[src/rtl/pipe_ctrl_pkg.sv]
// Shared pipeline-control definitions: stall-bit layout, stop levels,
// default redirect vectors and the controller FSM encoding.
package pipe_ctrl_pkg;

  localparam int STALL_PC  = 0;
  localparam int STALL_IF  = 1;
  localparam int STALL_ID  = 2;
  localparam int STALL_EX  = 3;
  localparam int STALL_MEM = 4;
  localparam int STALL_WB  = 5;

  localparam logic STOP   = 1'b1;
  localparam logic NOSTOP = 1'b0;

  localparam logic [31:0] ZeroWord = 32'h0000_0000;

  localparam logic [31:0] EXC_VECTOR_DEF    = 32'h0000_0020;
  localparam logic [31:0] BUSERR_VECTOR_DEF = 32'h0000_0040;
  localparam int          MEM_TIMEOUT_DEF   = 16;

  typedef enum logic {
    RUN  = 1'b0,
    LOCK = 1'b1
  } ctrlState_e;

  // Holds every stage from PC up to and including lastStage; later stages keep flowing.
  function automatic logic [5:0] stallUpTo(input int lastStage);
    logic [5:0] mask;
    mask = {6{NOSTOP}};
    for (int i = STALL_PC; i <= STALL_WB; i++) begin
      if (i <= lastStage) mask[i] = STOP;
    end
    return mask;
  endfunction

endpackage

[src/rtl/pipe_ctrl_watchdog.sv]
// Memory-stall watchdog: counts consecutive cycles of a held request and
// fires on the last allowed one, so the count never wraps.
module pipe_watchdog #(
  parameter int MEM_TIMEOUT = 16
) (
  input  logic clk,
  input  logic rst_n,
  input  logic req_i,
  input  logic clr_i,
  output logic fire_o
);

  localparam int CW = $clog2(MEM_TIMEOUT);
  localparam logic [CW-1:0] LAST = CW'(MEM_TIMEOUT - 1);

  logic [CW-1:0] wdCnt_q;
  logic [CW-1:0] wdCnt_d;

  assign fire_o = req_i && (wdCnt_q == LAST);

  // Next count: a dropped request or any flush restarts the window.
  always_comb begin
    wdCnt_d = '0;
    if (req_i && !clr_i) wdCnt_d = wdCnt_q + CW'(1);
  end

  // Counter register.
  always_ff @(posedge clk or negedge rst_n) begin
    if (!rst_n) wdCnt_q <= '0;
    else        wdCnt_q <= wdCnt_d;
  end

endmodule

[src/rtl/pipe_ctrl.sv]
// Central pipeline controller: merges stage stall requests into the stall
// vector, sequences exception/ERET/bus-error redirects and counts stalls.
module pipe_ctrl
  import pipe_ctrl_pkg::*;
#(
  parameter logic [31:0] EXC_VECTOR    = EXC_VECTOR_DEF,
  parameter logic [31:0] BUSERR_VECTOR = BUSERR_VECTOR_DEF,
  parameter int          MEM_TIMEOUT   = MEM_TIMEOUT_DEF
) (
  input  logic        clk,
  input  logic        rst_n,
  input  logic        stallreq_id_i,
  input  logic        stallreq_ex_i,
  input  logic        stallreq_mem_i,
  input  logic        exc_valid_i,
  input  logic        exc_is_eret_i,
  input  logic [31:0] cp0_epc_i,
  output logic [5:0]  stall_o,
  output logic        flush_o,
  output logic [31:0] new_pc_o,
  output logic        timeout_o,
  output logic [31:0] stall_cycles_o
);

  ctrlState_e  state_q;
  logic [31:0] stallCycles_q;
  logic        wdFire;

  pipe_watchdog #(
    .MEM_TIMEOUT (MEM_TIMEOUT)
  ) u_watchdog (
    .clk    (clk),
    .rst_n  (rst_n),
    .req_i  (stallreq_mem_i),
    .clr_i  (flush_o),
    .fire_o (wdFire)
  );

  // Redirect and stall decode; held at reset values while rst_n is low so a
  // reset in the middle of an event cannot leak a flush or stall.
  always_comb begin
    stall_o   = {6{NOSTOP}};
    flush_o   = 1'b0;
    new_pc_o  = ZeroWord;
    timeout_o = 1'b0;
    if (!rst_n) begin
      stall_o = {6{NOSTOP}};
    end else if (wdFire) begin
      flush_o   = 1'b1;
      new_pc_o  = BUSERR_VECTOR;
      timeout_o = 1'b1;
    end else if (state_q == RUN && exc_valid_i) begin
      flush_o  = 1'b1;
      new_pc_o = exc_is_eret_i ? cp0_epc_i : EXC_VECTOR;
    end else if (stallreq_mem_i) begin
      stall_o = stallUpTo(STALL_MEM);
    end else if (stallreq_ex_i) begin
      stall_o = stallUpTo(STALL_EX);
    end else if (stallreq_id_i) begin
      stall_o = stallUpTo(STALL_ID);
    end
  end

  // Controller FSM: one stale-contents lockout cycle after every flush.
  always_ff @(posedge clk or negedge rst_n) begin
    if (!rst_n) begin
      state_q <= RUN;
    end else begin
      case (state_q)
        RUN:     state_q <= flush_o ? LOCK : RUN;
        LOCK:    state_q <= flush_o ? LOCK : RUN;
        default: state_q <= RUN;
      endcase
    end
  end

  // Saturating count of cycles in which the PC was held.
  always_ff @(posedge clk or negedge rst_n) begin
    if (!rst_n) begin
      stallCycles_q <= ZeroWord;
    end else if (stall_o[STALL_PC] == STOP && stallCycles_q != 32'hFFFF_FFFF) begin
      stallCycles_q <= stallCycles_q + 32'd1;
    end
  end

  assign stall_cycles_o = stallCycles_q;

endmodule

[config.mk]
export PLATFORM = sky130hd
export DESIGN_NAME = pipe_ctrl
export DESIGN_NICKNAME = d
export VERILOG_FILES = /design/src/rtl/pipe_ctrl_pkg.sv /design/src/rtl/pipe_ctrl_watchdog.sv /design/src/rtl/pipe_ctrl.sv
export SDC_FILE = /design/constraint.sdc
export NUM_CORES = 1
export LEC_CHECK = 0
export BUFFER_PORTS_ARGS = -buffer_cell sky130_fd_sc_hd__buf_2
export CAP_MARGIN = 0
export CORE_ASPECT_RATIO = 1.25
export CORE_UTILIZATION = 41
export CTS_CLUSTER_DIAMETER = 30
export DETAILED_ROUTE_END_ITERATION = 12
export PLACE_DENSITY = 0.76
export SYNTH_ARGS = -nofsm -noshare
export SYNTH_HDL_FRONTEND = slang
export SYNTH_HIERARCHICAL = 1
export SYNTH_SLANG_ARGS = --single-unit
[constraint.sdc]
create_clock -name clk -period 2.08 [get_ports clk]
set_input_delay 0.416 -clock clk [delete_from_list [all_inputs] [get_ports clk]]
set_output_delay 0.416 -clock clk [all_outputs]
set_load 0.01 [all_outputs]
==> results of run 1 <==
==> area by class of cell <==
class | instances | area share
Clock inverter | 3 | 0.00512
Timing Repair Buffer | 138 | 0.288
Sequential cell | 37 | 0.270
Inverter | 6 | 0.00731
Multi-Input combinational cell | 161 | 0.386
Clock buffer | 5 | 0.0201
Tap cell | 62 | 0.0227
==> where the power goes <==
group | total [uW] | internal [uW] | switching (uW) | leakage, uW
Sequential | 893 | 789 | 104 | 0.000491
Combinational | 458 | 240 | 218 | 0.00118
Clock | 496 | 231 | 265 | 0.0000439
==> Yosys cell counts, drive strengths merged <==
master and n:
dfrtp 37, and2 33, xnor2 26, nand3 17
nand4 12, nor2 10, nand2 9, and3 8
buf 6, inv 6, nor3 6, and4 4
nor2b 4, xor2 4, a31oi 3, clkbuf 3
ha 2, nand2b 2, nand3b 2, nor3b 2
nor4 2, o21a 2, a2111o 1, a41oi 1
and3b 1, conb 1, mux2 1, mux2i 1
o2111ai 1, o211ai 1, o21ai 1, or2 1
or2b 1, or3 1, or3b 1
==> registers in the layout, summed over array words and instances, names as in the netlist <==
register and cells:
stall_cycles_o 32, state_q 1, u_watchdog/wdCnt_q 4
==> worst min path at each step <==
stage	from	end	depth (start not counted)
4_1_cts	rst_n	state_q	2
5_1_grt	rst_n	u_watchdog/wdCnt_q[3]	2
2_1_floorplan	rst_n	stall_cycles_o[0]	0
3_5_place_dp	rst_n	u_watchdog/wdCnt_q[3]	2
6_report	rst_n	u_watchdog/wdCnt_q[1]	2
3_3_place_gp	rst_n	stall_cycles_o[1]	2
==> cells in the final DEF (no fill, tap or decap), types with 3 or more instances in the layout <==
cell type,n
xnor2_1,25
buf_2,78
nand3_1,10
xor2_1,4
buf_4,21
nor3_2,3
nand3_2,7
inv_1,5
nand4_1,12
and2_4,27
nor2_1,7
nand2_1,8
and3_1,6
clkbuf_8,5
and4_1,3
dfrtp_1,37
nor2b_1,3
buf_6,39
and2_1,5
==> per-stage QoR <==
stage	power [uW]	hold slack (ns)	util
2_1_floorplan	1090	0.120	-
3_3_place_gp	1270	0.419	0.563
3_5_place_dp	1280	0.411	0.563
4_1_cts	1810	0.102	0.627
5_1_grt	1940	0.108	0.679
6_report	1850	0.107	0.679
==> worst reg2reg max path: stages, from the launching register on <==
cell	delay, ns
dfrtp_1	0.41
ha_2	0.18
and4_4	0.14
nand2b_4	0.16
or3_4	0.42
buf_6	0.14
nor3_4	0.17
buf_6	0.18
nand4_1	0.12
xnor2_1	0.15
==> cell families (layout without fill, tap and decap cells) <==
family | Yosys count | after routing | share of synthesized area
and+or+nand+nor | 116 | 116 | 0.341
DFF | 37 | 37 | 0.433
xor gates and xnor gates | 30 | 30 | 0.123
buffers and inverters | 15 | 152 | 0.0421
AOI/OAI and AO/OA | 10 | 10 | 0.0380
adders and majority gates | 2 | 2 | 0.0117
muxes | 2 | 2 | 0.00994
other | 1 | 1 | 0.00175
==> repair_timing <==
| action | 4_1_cts | 5_1_grt |
|---|---|---|
| pin swaps | 26 | 27 |
| resized for setup | 48 | 51 |
| gates cloned | 3 | 0 |
| buffers inserted | 3 | 4 |
| setup endpoints to repair | 46 | 66 |
==> metal layers <==
| metal | up-vias | GRT usage |
|---|---|---|
| li1 | 1006 | - |
| met1 | 1046 | 0.236 |
| met2 | 97 | 0.462 |
| met3 | 9 | 0.0508 |
| met4 | 0 | 0.0766 |
| met5 | - | 0 |
==> metrics.md, run 1 <==
| Metric | Value |
|---|---|
| Top cells by area, synth | dfrtp_1, xnor2_1, and2_1 |
| Critical Path Source Type | flip-flop |
| Final worst path period share | 1.06 |
| Number of nets in the layout | 390 |
| Hold Fails Final Rpt | 0 |
| Sequential standard cell area | 926 um2 |
| Die area | 5510 um2 |
| Critical path fanouts, max | 4 |
| Number of diodes | 0 |
| Largest net degree at the start of global routing | 31 |
| Clk sink count | 37 |
| Synth top area share | 0.433 |
| FF-to-FF setup slack | -0.10 ns |
| Worst path cell trace | ha_2, and4_4, nand2b_4, or3_4, inv_4, buf_6 |
| Yosys warns | 6 |
| CTS tree | done |
| Top Metal Used | met4 |
| Count of input and output buffers | 109 |
| Syn nets | 254 |
| Synth Instances | 213 |
| Critical path type | reg2out |
| Wire length on met1 | 2220 um |
| Vias in the first global route | 2087 |
| Max transition margin | 0.638 |
| Met3 routed WL | 400 um |
| WL/cell | 15.2 um |
| Synthesized flop and latch total | 37 |
| Buffer and inverter count on the worst path | 2 |
| Status | complete, but fails checks |
| Final WS setup | -0.126 ns |
| Fin. max-slew vios | 0 |
| Routed via count | 2158 |
| Placed cell count | 394 |
| Cell Rows | 29 |
| Final cell count without fillers | 412 |
| CP max stage delay | 0.42 ns |
| Worst path depth | 6 |
| Dpl hpwl | 4120 um |
| Drt pass-1 iters | 4 |
| Clock transition at the registers of the reported paths | 0.08 ns |
| CP Capture Type | output port |
| Placed Area | 2840 um2 |
| Crit path capture | stall_o[1] |
| Antenna violations before repair | 0 |
| Fin Clk Skew | 0.00854 ns |
| Leakage | 0.00171 uW |
| # setup viols final | 51 |
| Worst R2R Start | u_watchdog/wdCnt_q[0] |
| Peak VDD IR | 0.321 mV |
| Setup TNS | -3.05 ns |
| Final RePlAce weighted congestion | 0.835 |
| Failing checks | setup timing |
| RSZ-0062 raised after global routing | true |
| Total core area | 5040 um2 |
| First-pass GRT wire length | 9550 um |
| Layout cell share with drive strength beyond 1 | 0.594 |
| Io pins | 111 |
| Worst-margin pin slew | 0.539 ns |
| WP data required | 1.66 ns |
| Area delta synth->final | 60.1% |
| Data arrival, critical path | 1.79 ns |
| Filler instances | 377 |
| Hold-fix buffers, CTS | 0 |
| Height of the chip | 82.8 um |
| Seq/Total Area, Yosys | 0.433 |
| Fmax achieved | 453 MHz |
| Multi-input gate area | 1320 um2 |
| H-tree depth | 2 |
| GRT Residual Overflow | 0 |
| Maxcap violations | 0 |
| Post-synth top area cell | dfrtp_1 |
| R2R cell count | 9 |
| Routed Wire Length | 6280 um |
| Die Span X | 66.6 um |
| Synthesized cell area | 2140 um2 |
| Reg-to-Reg End | stall_cycles_o[7] |
| Clk_lat worst skew | 0.29 ns |
| Drt via density | 5.24 |
| Starting DRT DRC Count | 102 |
| P per Cell Area | 539 nW/um2 |
| Root Driver | clkbuf_8 |
| Fin area | 3420 um2 |
| Avg Cell Area, Syn | 10.0 um2 |
| Antenna-violating nets left | 0 |
| Slowest stage cell, crit path | or3_4 |
| Distinct cells, synth | 44 |
| Min Clock Period, post-route | 2.21 ns |
| Overall routing resource usage | 0.233 |
| Clock buffer depth | 2 |
| Met2 routed WL | 3550 um |
| DRC Markers | 0 |
| Initial Util | 0.424 |
| CP startpoint | u_watchdog/wdCnt_q[0] |
| Critical path's top delay family | simple AND/OR/NAND/NOR gates |
| Cts bufs inserted | 5 |
| Min-delay worst type | in2async |
| Worst slack, placed | -0.130 ns |
No activity file was read; power rests on OpenSTA's default activity.
==> inputs of run 2 (changes only) <==
--- a/config.mk
+++ b/config.mk
@@ -5,13 +5,13 @@
 export SDC_FILE = /design/constraint.sdc
 export NUM_CORES = 1
 export LEC_CHECK = 0
-export BUFFER_PORTS_ARGS = -buffer_cell sky130_fd_sc_hd__buf_2
 export CAP_MARGIN = 0
 export CORE_ASPECT_RATIO = 1.25
-export CORE_UTILIZATION = 41
+export CORE_UTILIZATION = 51
 export CTS_CLUSTER_DIAMETER = 30
 export DETAILED_ROUTE_END_ITERATION = 12
-export PLACE_DENSITY = 0.76
+export DONT_BUFFER_PORTS = 1
+export PLACE_DENSITY = 0.69
 export SYNTH_ARGS = -nofsm -noshare
 export SYNTH_HDL_FRONTEND = slang
 export SYNTH_HIERARCHICAL = 1
==> constraint.sdc (replaced) <==
create_clock -name clk -period 2.08 [get_ports clk]
set_input_delay 0.312 -clock clk [delete_from_list [all_inputs] [get_ports clk]]
set_output_delay 0.312 -clock clk [all_outputs]
set_load 0.01 [all_outputs]
==> metrics.md, run 2 (synthesis results as in run 1) <==
| Metric | Value |
|---|---|
| Status | complete, but fails checks (unchanged) |
| Failing checks | setup timing (unchanged) |
| Cell Rows | 25 (was 29) |
| Placed Area | 2310 um2 (was 2840 um2) |
| Hold Fails Final Rpt | 0 (unchanged) |
| # setup viols final | 3 (was 51) |
| Clk_lat worst skew | 0.28 ns (was 0.29 ns) |
| Routed Wire Length | 5280 um (was 6280 um) |
| Leakage | 0.00122 uW (was 0.00171 uW) |
| Final WS setup | -0.00707 ns (was -0.126 ns) |
| CP max stage delay | 0.43 ns (was 0.42 ns) |
| GRT Residual Overflow | 0 (unchanged) |
| CP Capture Type | output port (unchanged) |
| Overall routing resource usage | 0.235 (was 0.233) |
| Critical Path Source Type | flip-flop (unchanged) |
| Initial Util | 0.547 (was 0.424) |
| Layout Utilization | 0.685 (was 0.679) |
| Number of nets in the layout | 287 (was 390) |
| Hold Path Sink | u_watchdog/wdCnt_q[3] |
| H-tree depth | 2 (unchanged) |
| Starting DRT DRC Count | 99 (was 102) |
| Sw Ratio | 0.280 (was 0.318) |
| Min-delay worst type | in2reg (was in2async) |
| Die area | 4460 um2 (was 5510 um2) |
| Setup TNS | -0.0209 ns (was -3.05 ns) |
| Hold depth | 2 |
| Fmax achieved | 479 MHz (was 453 MHz) |
| WP data required | 1.77 ns (was 1.66 ns) |
| DRC Markers | 0 (unchanged) |
| Critical path fanouts, max | 4 (unchanged) |
| Io pins | 111 (unchanged) |
| Vias in the first global route | 1635 (was 2087) |
| Fin area | 2680 um2 (was 3420 um2) |
| Hold Startpoint | stallreq_mem_i |
| Worst R2R Start | u_watchdog/wdCnt_q[1] (was u_watchdog/wdCnt_q[0]) |
| Largest net degree at the start of global routing | 38 (was 31) |
| Cts bufs inserted | 5 (unchanged) |
| Number of diodes | 0 (unchanged) |
| RSZ-0062 raised after global routing | true (unchanged) |
| Reg power frac | 0.452 (was 0.483) |
| P_int | 1370 uW (was 1260 uW) |
| First-pass GRT wire length | 7730 um (was 9550 um) |
| Fin. max-slew vios | 0 (unchanged) |
| Final worst path period share | 1.00 (was 1.06) |
| Slowest stage cell, crit path | or3_4 (unchanged) |
| Area delta synth->final | 25.2% (was 60.1%) |
| Commonest non-fill, non-tap cell in the layout | dfrtp_1 (was buf_2) |
| Maxcap violations | 0 (unchanged) |
| P per Cell Area | 712 nW/um2 (was 539 nW/um2) |
| Drt pass-1 iters | 4 (unchanged) |
| Root Driver | clkbuf_8 (unchanged) |
| Antenna-violating nets left | 0 (unchanged) |
| Height of the chip | 74.4 um (was 82.8 um) |
| Count of input and output buffers | 0 (was 109) |
| Critical path type | reg2out (unchanged) |
| Data arrival, critical path | 1.78 ns (was 1.79 ns) |
| Max FFs per register | 32 (unchanged) |
| Switching Power | 534 uW (was 587 uW) |
| Reg-to-Reg End | stall_cycles_o[14] (was stall_cycles_o[7]) |
| Clock transition at the registers of the reported paths | 0.07 ns (was 0.08 ns) |
| Die Span X | 59.9 um (was 66.6 um) |
| FF-to-FF setup slack | 0.03 ns (was -0.10 ns) |
| Combinational share of power | 0.217 (was 0.248) |
| Max transition margin | 0.654 (was 0.638) |
| Worst slack, placed | -0.0187 ns (was -0.130 ns) |
| Clock buffer depth | 2 (unchanged) |
| Min Clock Period, post-route | 2.09 ns (was 2.21 ns) |
| Antenna violations before repair | 0 (unchanged) |
| Routed via count | 1706 (was 2158) |
| Fin Clk Skew | 0.00537 ns (was 0.00854 ns) |
| Commonest non-fill, non-tap cells in the layout | dfrtp_1, and2_4, xnor2_1, buf_4, nand3_1 (was buf_2, buf_6, dfrtp_1) |
| R2R cell count | 7 (was 9) |
| Total core area | 3910 um2 (was 5040 um2) |
| Drt via density | 5.67 (was 5.24) |
| Clock Power Share | 0.331 (was 0.269) |
| Dpl hpwl | 3810 um (was 4120 um) |
| Layout cell share with drive strength beyond 1 | 0.356 (was 0.594) |
| Worst-margin pin slew | 0.518 ns (was 0.539 ns) |
| CTS tree | done (unchanged) |
| Final RePlAce weighted congestion | 0.758 (was 0.835) |
| Clk sink count | 37 (unchanged) |
| Peak VDD IR | 0.433 mV (was 0.321 mV) |
| Worst path cell trace | ha_2, and4_4, nand2b_4, or3_4, inv_4, buf_8 (was ha_2, and4_4, nand2b_4, or3_4, inv_4, buf_6) |
| WL/cell | 17.5 um (was 15.2 um) |
[run 2: cell type report]
| cell class | count | area, um2 |
|---|---|---|
| Sequential cell | 37 | 926 |
| Clock inverter | 1 | 30.0 |
| Tap cell | 54 | 67.6 |
| Multi-Input combinational cell | 161 | 1240 |
| Timing Repair Buffer | 35 | 308 |
| Fill cell | 310 | 1230 |
| Clock buffer | 7 | 86.3 |
| Inverter | 6 | 25.0 |
[run 2: repair_timing]
action,4_1_cts,5_1_grt
endpoints found under the hold margin,37,0
gates resized for setup,45,7
endpoints found under the setup margin,37,43
gates cloned,3,0
buffers inserted,4,3
pin swaps,5,30
hold buffers,2,0
[run 2: worst max path at each step]
stage / endpoint / depth (start not counted) / start / slack (ns)
after floorplan: stall_cycles_o[1] / 6 / u_watchdog/wdCnt_q[0] / -0.05
after global routing: stall_o[2] / 6 / u_watchdog/wdCnt_q[1] / -0.07
final: stall_o[0] / 6 / u_watchdog/wdCnt_q[1] / -0.007
after CTS: stall_o[2] / 6 / u_watchdog/wdCnt_q[1] / -0.004
after global placement: stall_cycles_o[1] / 7 / u_watchdog/wdCnt_q[0] / 0.03
after detailed placement: stall_cycles_o[14] / 7 / u_watchdog/wdCnt_q[0] / -0.02
[run 2: power by group through the flow]
stage,sequential [uW],clock (uW),combinational [uW]
after floorplan,912,0,175
after global placement,869,0,330
after detailed placement,875,0,345
after CTS,861,645,397
after global routing,869,681,448
final,862,631,413
[run 2: worst max-delay path, delay by kind of cell, from the launching register on]
kind,cells,cell delay [ns]
adders and majority gates,1,0.18
buffers and inverters,2,0.20
DFF,1,0.39
and+or+nand+nor,3,0.72
[run 2: layer usage]
| metal | wire length, um | vias to the layer above | GRT usage |
|---|---|---|---|
| met5 | 0 | - | 0 |
| met1 | 2020 | 839 | 0.270 |
| met3 | 261 | 7 | 0.0696 |
| met2 | 2930 | 62 | 0.420 |
| met4 | 59 | 0 | 0.0646 |
| li1 | - | 798 | - |
[run 2: stage by stage]
stage / hold WS (ns) / std cells / power (uW)
after floorplan: 0.0164 / 213 / 1090
after global placement: 0.0171 / 281 / 1200
after detailed placement: 0.0173 / 281 / 1220
after CTS: 0.199 / 298 / 1900
after global routing: 0.189 / 301 / 2000
final: 0.200 / 301 / 1910
